--- src/rtl/lcd_text_buffer.sv ---
// Character frame buffer for the HD44780 4-bit print engine: places a terminal-style
// byte stream at a tracked cursor and requests a refresh whenever the contents change.
module lcd_text_buffer #(
  parameter int         LINE_WIDTH   = 16,
  parameter int         NUM_LINES    = 4,
  parameter int         ADDR_BITS    = 6,
  parameter logic [7:0] FILL_CHAR    = 8'h20,
  parameter int         BUSY_HOLDOFF = 8
) (
  input  logic                 clk,
  input  logic                 rst,
  input  logic [7:0]           in_data,
  input  logic                 in_valid,
  output logic                 in_ready,
  input  logic [ADDR_BITS-1:0] raddr,
  output logic [7:0]           rdata,
  input  logic                 lcd_busy,
  output logic                 lcd_trg,
  output logic [1:0]           cursor_row,
  output logic [3:0]           cursor_col,
  output logic                 dirty,
  output logic                 o_dbg_in_state,
  output logic [1:0]           o_dbg_trg_state
);

  localparam int DEPTH = LINE_WIDTH * NUM_LINES;
  localparam int HW    = $clog2(BUSY_HOLDOFF) + 1;

  typedef enum logic {S_CLEAR = 1'b0, S_ACCEPT = 1'b1} in_state_t;
  typedef enum logic [1:0] {
    T_IDLE = 2'd0, T_PULSE = 2'd1, T_WAIT_BUSY = 2'd2, T_WAIT_IDLE = 2'd3
  } trg_state_t;

  // Handshake: a byte transfers at the posedge where in_valid and in_ready are both high;
  // in_ready depends only on registered state, never on in_valid.
  in_state_t            r_in_state, w_in_next;
  trg_state_t           r_trg_state, w_trg_next;
  logic [7:0]           r_mem [0:DEPTH-1];
  logic [ADDR_BITS-1:0] r_clr_cnt;
  logic [HW-1:0]        r_hold_cnt;
  logic [1:0]           r_row;
  logic [3:0]           r_col;
  logic                 r_dirty;
  logic                 r_trg;
  logic                 w_hs;
  logic                 w_wr_char;
  logic                 w_clr_done;
  logic                 w_trg_set;
  logic [ADDR_BITS-1:0] w_waddr;

  assign w_hs       = in_valid & in_ready;
  assign w_wr_char  = w_hs && (in_data >= 8'h20) && (in_data <= 8'h7E);
  assign w_clr_done = (r_in_state == S_CLEAR) && (r_clr_cnt == ADDR_BITS'(DEPTH - 1));
  // Rows 1 and 3 live in the upper half so the engine prints L1,L3 then L2,L4.
  assign w_waddr    = {r_row[0], r_row[1], r_col};

  // ---------------- input FSM ----------------
  always_ff @(posedge clk or negedge rst) begin
    if (!rst) r_in_state <= S_CLEAR;
    else      r_in_state <= w_in_next;
  end

  always_comb begin
    w_in_next = r_in_state;
    case (r_in_state)
      S_CLEAR:  if (w_clr_done) w_in_next = S_ACCEPT;
      S_ACCEPT: if (w_hs && in_data == 8'h0C) w_in_next = S_CLEAR;
      default:  w_in_next = S_CLEAR;
    endcase
  end

  always_comb begin
    in_ready       = (r_in_state == S_ACCEPT);
    o_dbg_in_state = r_in_state;
  end

  always_ff @(posedge clk or negedge rst) begin
    if (!rst) begin
      r_clr_cnt <= '0;
      r_row     <= 2'd0;
      r_col     <= 4'd0;
      r_dirty   <= 1'b0;
    end else begin
      if (r_in_state == S_CLEAR)       r_clr_cnt <= r_clr_cnt + 1'b1;
      else if (w_in_next == S_CLEAR)   r_clr_cnt <= '0;
      if (w_clr_done) begin
        r_row <= 2'd0;
        r_col <= 4'd0;
      end else if (w_wr_char) begin
        r_col <= r_col + 4'd1;
        if (r_col == 4'd15) r_row <= r_row + 2'd1;
      end else if (w_hs) begin
        case (in_data)
          8'h0A: begin r_col <= 4'd0; r_row <= r_row + 2'd1; end
          8'h0D: r_col <= 4'd0;
          8'h08: if (r_col != 4'd0) r_col <= r_col - 4'd1;
          default: ;
        endcase
      end
      // A change landing in the trigger cycle must survive the clear.
      if (w_wr_char || w_clr_done)     r_dirty <= 1'b1;
      else if (r_trg_state == T_PULSE) r_dirty <= 1'b0;
    end
  end

  always_ff @(posedge clk) begin
    if (r_in_state == S_CLEAR) r_mem[r_clr_cnt] <= FILL_CHAR;
    else if (w_wr_char)        r_mem[w_waddr]   <= in_data;
  end

  assign rdata      = r_mem[raddr];
  assign cursor_row = r_row;
  assign cursor_col = r_col;
  assign dirty      = r_dirty;

  // ---------------- trigger FSM ----------------
  always_ff @(posedge clk or negedge rst) begin
    if (!rst) begin
      r_trg_state <= T_IDLE;
      r_trg       <= 1'b0;
      r_hold_cnt  <= '0;
    end else begin
      r_trg_state <= w_trg_next;
      r_trg       <= w_trg_set;
      r_hold_cnt  <= (r_trg_state == T_WAIT_BUSY) ? r_hold_cnt + 1'b1 : '0;
    end
  end

  always_comb begin
    w_trg_next = r_trg_state;
    case (r_trg_state)
      T_IDLE:      if (r_dirty && !lcd_busy && r_in_state != S_CLEAR) w_trg_next = T_PULSE;
      T_PULSE:     w_trg_next = T_WAIT_BUSY;
      T_WAIT_BUSY: if (lcd_busy || r_hold_cnt == HW'(BUSY_HOLDOFF - 1)) w_trg_next = T_WAIT_IDLE;
      T_WAIT_IDLE: if (!lcd_busy) w_trg_next = T_IDLE;
      default:     w_trg_next = T_IDLE;
    endcase
  end

  always_comb begin
    w_trg_set       = (w_trg_next == T_PULSE);
    lcd_trg         = r_trg;
    o_dbg_trg_state = r_trg_state;
  end

endmodule
--- config.mk ---
export PLATFORM = sky130hd
export DESIGN_NAME = lcd_text_buffer
export DESIGN_NICKNAME = d
export VERILOG_FILES = /design/src/rtl/lcd_text_buffer.sv
export SDC_FILE = /design/constraint.sdc
export NUM_CORES = 1
export LEC_CHECK = 0
export CAP_MARGIN = 5
export CORE_MARGIN = 2
export CORE_UTILIZATION = 45
export CTS_CLUSTER_DIAMETER = 100
export DETAILED_ROUTE_END_ITERATION = 8
export GPL_ROUTABILITY_DRIVEN = 0
export PLACE_DENSITY = 0.65
export SKIP_LAST_GASP = 1
export SLEW_MARGIN = 20
export SYNTH_ARGS = -nofsm -noshare
export SYNTH_HDL_FRONTEND = slang
export SYNTH_SLANG_ARGS = --single-unit
--- constraint.sdc ---
create_clock -name clk -period 3.7 [get_ports clk]
set_clock_uncertainty 0.1 [all_clocks]
set_input_delay 0.37 -clock clk [delete_from_list [all_inputs] [get_ports clk]]
set_output_delay 0.37 -clock clk [all_outputs]
set_load 0.05 [all_outputs]
==> metrics.md <==
| Metric | Value |
|---|---|
| Root buffer cell | clkbuf_16 |
| Period utilization | 93.72% |
| Fin area | 25020 µm² |
| Crit path max fanout | 11 |
| Mapped Cells | 1102 |
| Leak Pwr | 8.274 nW |
| Final Util | 53.63% |
| Combinational share of power | 10.2% |
| H-Tree Level Count | 2 |
| Setup_tns | 0 ns |
| Result of the run | finished with violations |
| Number of global-route vias before repair | 11460 |
| Reg clk slew, reported paths | 0.06 ns |
| Reg2reg path depth | 7 |
| CP required | 3.23 ns |
| P&R area growth vs syn | 17.27% |
| GRT Total Usage | 20.30% |
| CTS tree | built |
| Finished Layout Cells | 1954 |
| Post-synthesis sequential area ratio | 74.52% |
| Switching share of power | 24.24% |
| Synth top area cells | edfxtp_1 (72%), mux4_2 (13%), dfrtp_1 (2.5%), nor2_1 (1.1%), nor2b_1 (1.0%) |
| Fillcell total | 3656 |
| Post-Syn Area | 21340 µm² |
| Yosys top cell area share | 72.05% |
| Die Wd | 221.8 µm |
| Max Cap Viol | 0 |
| Clk network pwr share | 38.5% |
| Ports | 38 |
| Largest net degree at the start of global routing | 65 |
| Post-Place Cells | 1855 |
| Switching power | 0.003238 W |
| Number of flops mapped to enable cells by yosys | 512 |
| Clk buf depth | 3 |
| Pin slew with the least headroom to its limit | 0.9107 ns |
| Startpoint Class | primary input |
| Antenna viol nets, final | 0 |
| Most frequent cells in the layout | edfxtp_1 (512), mux4_2 (122), buf_4 (101), conb_1 (64), nor2_1 (63) |
| Row cnt | 79 |
| CTS Hold Bufs | 0 |
| Worst min path class | in2async |
| Post-Syn Area per Cell | 19.36 µm² |
| # clock sinks | 533 |
| Int Pwr | 0.01012 W |
| Yosys cell types | 57 |
| RSZ-0062 raised after global routing | no |
| Main synth FF type | edfxtp_1 |
| Commonest non-fill, non-tap cell in the layout | edfxtp_1 |
| Fin. Hold Viols | 0 |
| Relative slew margins | 39.10% |
| Failing checks | design-rule violations |
| Synth warn | 0 |
| Post-synth ARST share | 3.940% |
| Buffers on Ports | 37 |
| CORE AREA | 46650 µm² |
| Pwr/cell area | 533.9 nW/µm² |
| Post-CTS setup buffer count | 0 |
| Power Total | 0.01336 W |
| Minimum clock period | 3.468 ns |
| Post_cts resized | 0 |
| Maximum clock rate | 288.4 MHz |
| Critical Path Source | raddr[4] |
| First DRT Iteration DRCs | 1082 |
| First-pass GRT wire length | 73440 µm |
| DR WL/cell | 25.24 µm |
| Final Setup Violations | 0 |
| Detailed-route wire length | 49310 µm |
| CP arrival | 3.00 ns |
| Synthesized flop and latch total | 533 |
| Critical path class | in2out |
| Proportion of layout cells with a drive suffix above 1 | 25.39% |
| Drt via density | 5.726 |
| Number of CTS-inserted buffers | 54 |
| Vias | 11190 |
| Skew-Pair Late Insertion Delay | 0.59 ns |
| First-pass DRT Iterations | 7 |
| CP Capture Type | primary output |
| DRC violations left | 4 |
| Fin nets | 1327 |
| Height of the chip | 221.8 µm |
| Initial Util | 45.74% |
| Total gr overflow | 0 |
| Slew Limit Fails | 0 |
| Multi-input gate area | 5398 µm² |
| Reg2reg start | in_ready |
| Initial antenna violation count | 0 |
| Die Footprint | 49180 µm² |
| Peak VDD IR | 0.2946 mV |
| Synth area leader | edfxtp_1 |
| Register area | 15900 µm² |
| Antenna Cells | 0 |
| Post-DP Area | 23380 µm² |
| Sequential Power Share | 51.2% |
| HPWL Detailed | 31870 µm |
[synthesized netlist by cell type (all sizes together), types with 7 or more instances]
cell type	instances
mux2i	15
a21oi	8
and3	8
edfxtp	512
clkbuf	31
buf	28
nor3	22
nor2	65
nand2	26
a22oi	12
o221ai	13
inv	7
dfrtp	21
nand3	24
o22ai	19
mux2	8
o21ai	25
nand2b	13
mux4	122
a31oi	20
nor2b	34
[layout make-up]
| cell class | count | area share (%) |
|---|---|---|
| clock buffer | 68 | 5.610 |
| clock inverter | 31 | 0.9500 |
| inverter | 7 | 0.1050 |
| multi-input combinational | 566 | 21.57 |
| sequential | 533 | 63.54 |
| tap | 607 | 3.035 |
| timing repair buffer | 142 | 5.185 |
[per-stage QoR]
step                setup slack (ns)  hold WS [ns]
global placement              0.1972        0.3476
floorplan                     0.1146      -0.02559
global route                  0.2475        0.2527
detailed placement            0.1371        0.3650
CTS                           0.4202        0.2021
finish                        0.2324        0.1908
[per-layer routing]
layer,vias up,global-route usage [%],routed length (µm)
li1,4883,-,-
met1,5778,27.82,20540
met2,425,32.31,23340
met3,102,3.803,3617
met4,0,8.370,1815
met5,-,0,0
[power groups by stage]
stage / clock (W) / combinational (W) / sequential (W)
after CTS: 0.00524 / 0.00137 / 0.00684
after global routing: 0.00546 / 0.00146 / 0.00686
after floorplan: 0 / 0.000770 / 0.00704
after global placement: 0 / 0.00135 / 0.00697
final: 0.00515 / 0.00137 / 0.00685
after detailed placement: 0 / 0.00136 / 0.00697
[sequential cells by signal, summed over array words and instances (netlist names)]
signal / cells
cursor_col: 4
cursor_row: 2
dirty: 1
in_ready: 1
lcd_trg: 1
o_dbg_trg_state: 2
r_clr_cnt: 6
r_hold_cnt: 4
r_mem: 512
[worst max-delay path: stages]
cell and delay, ns:
clkdlybuf4s50_1 0.58, nand2b_1 0.63, o22ai_1 0.18, o21ai_0 0.68
a22o_1 0.32, buf_4 0.22
[worst paths after layout]
check | to | slack [ns]
worst max register to register | r_mem[34][2] | 0.68
min in group clk | lcd_trg | 0.29
worst max-delay path | rdata[5] | 0.23
worst min register to register | r_hold_cnt[0] | 0.37
worst min-delay path | cursor_row[0] | 0.19
max in group asynchronous | r_clr_cnt[2] | 2.75
[cells by family (layout without fill, tap and decap cells)]
logic type / Yosys count / count (layout) / share of synthesized area, %
flops: 533 / 533 / 74.52
simple gates: 223 / 223 / 5.606
mux: 145 / 145 / 14.02
compound gates: 122 / 122 / 3.847
buf+inv: 66 / 248 / 1.413
xor+xnor: 7 / 7 / 0.2873
fa+ha+maj: 5 / 5 / 0.2932
other cells: 1 / 64 / 0.01757
Power figures use the tool's default switching activity.
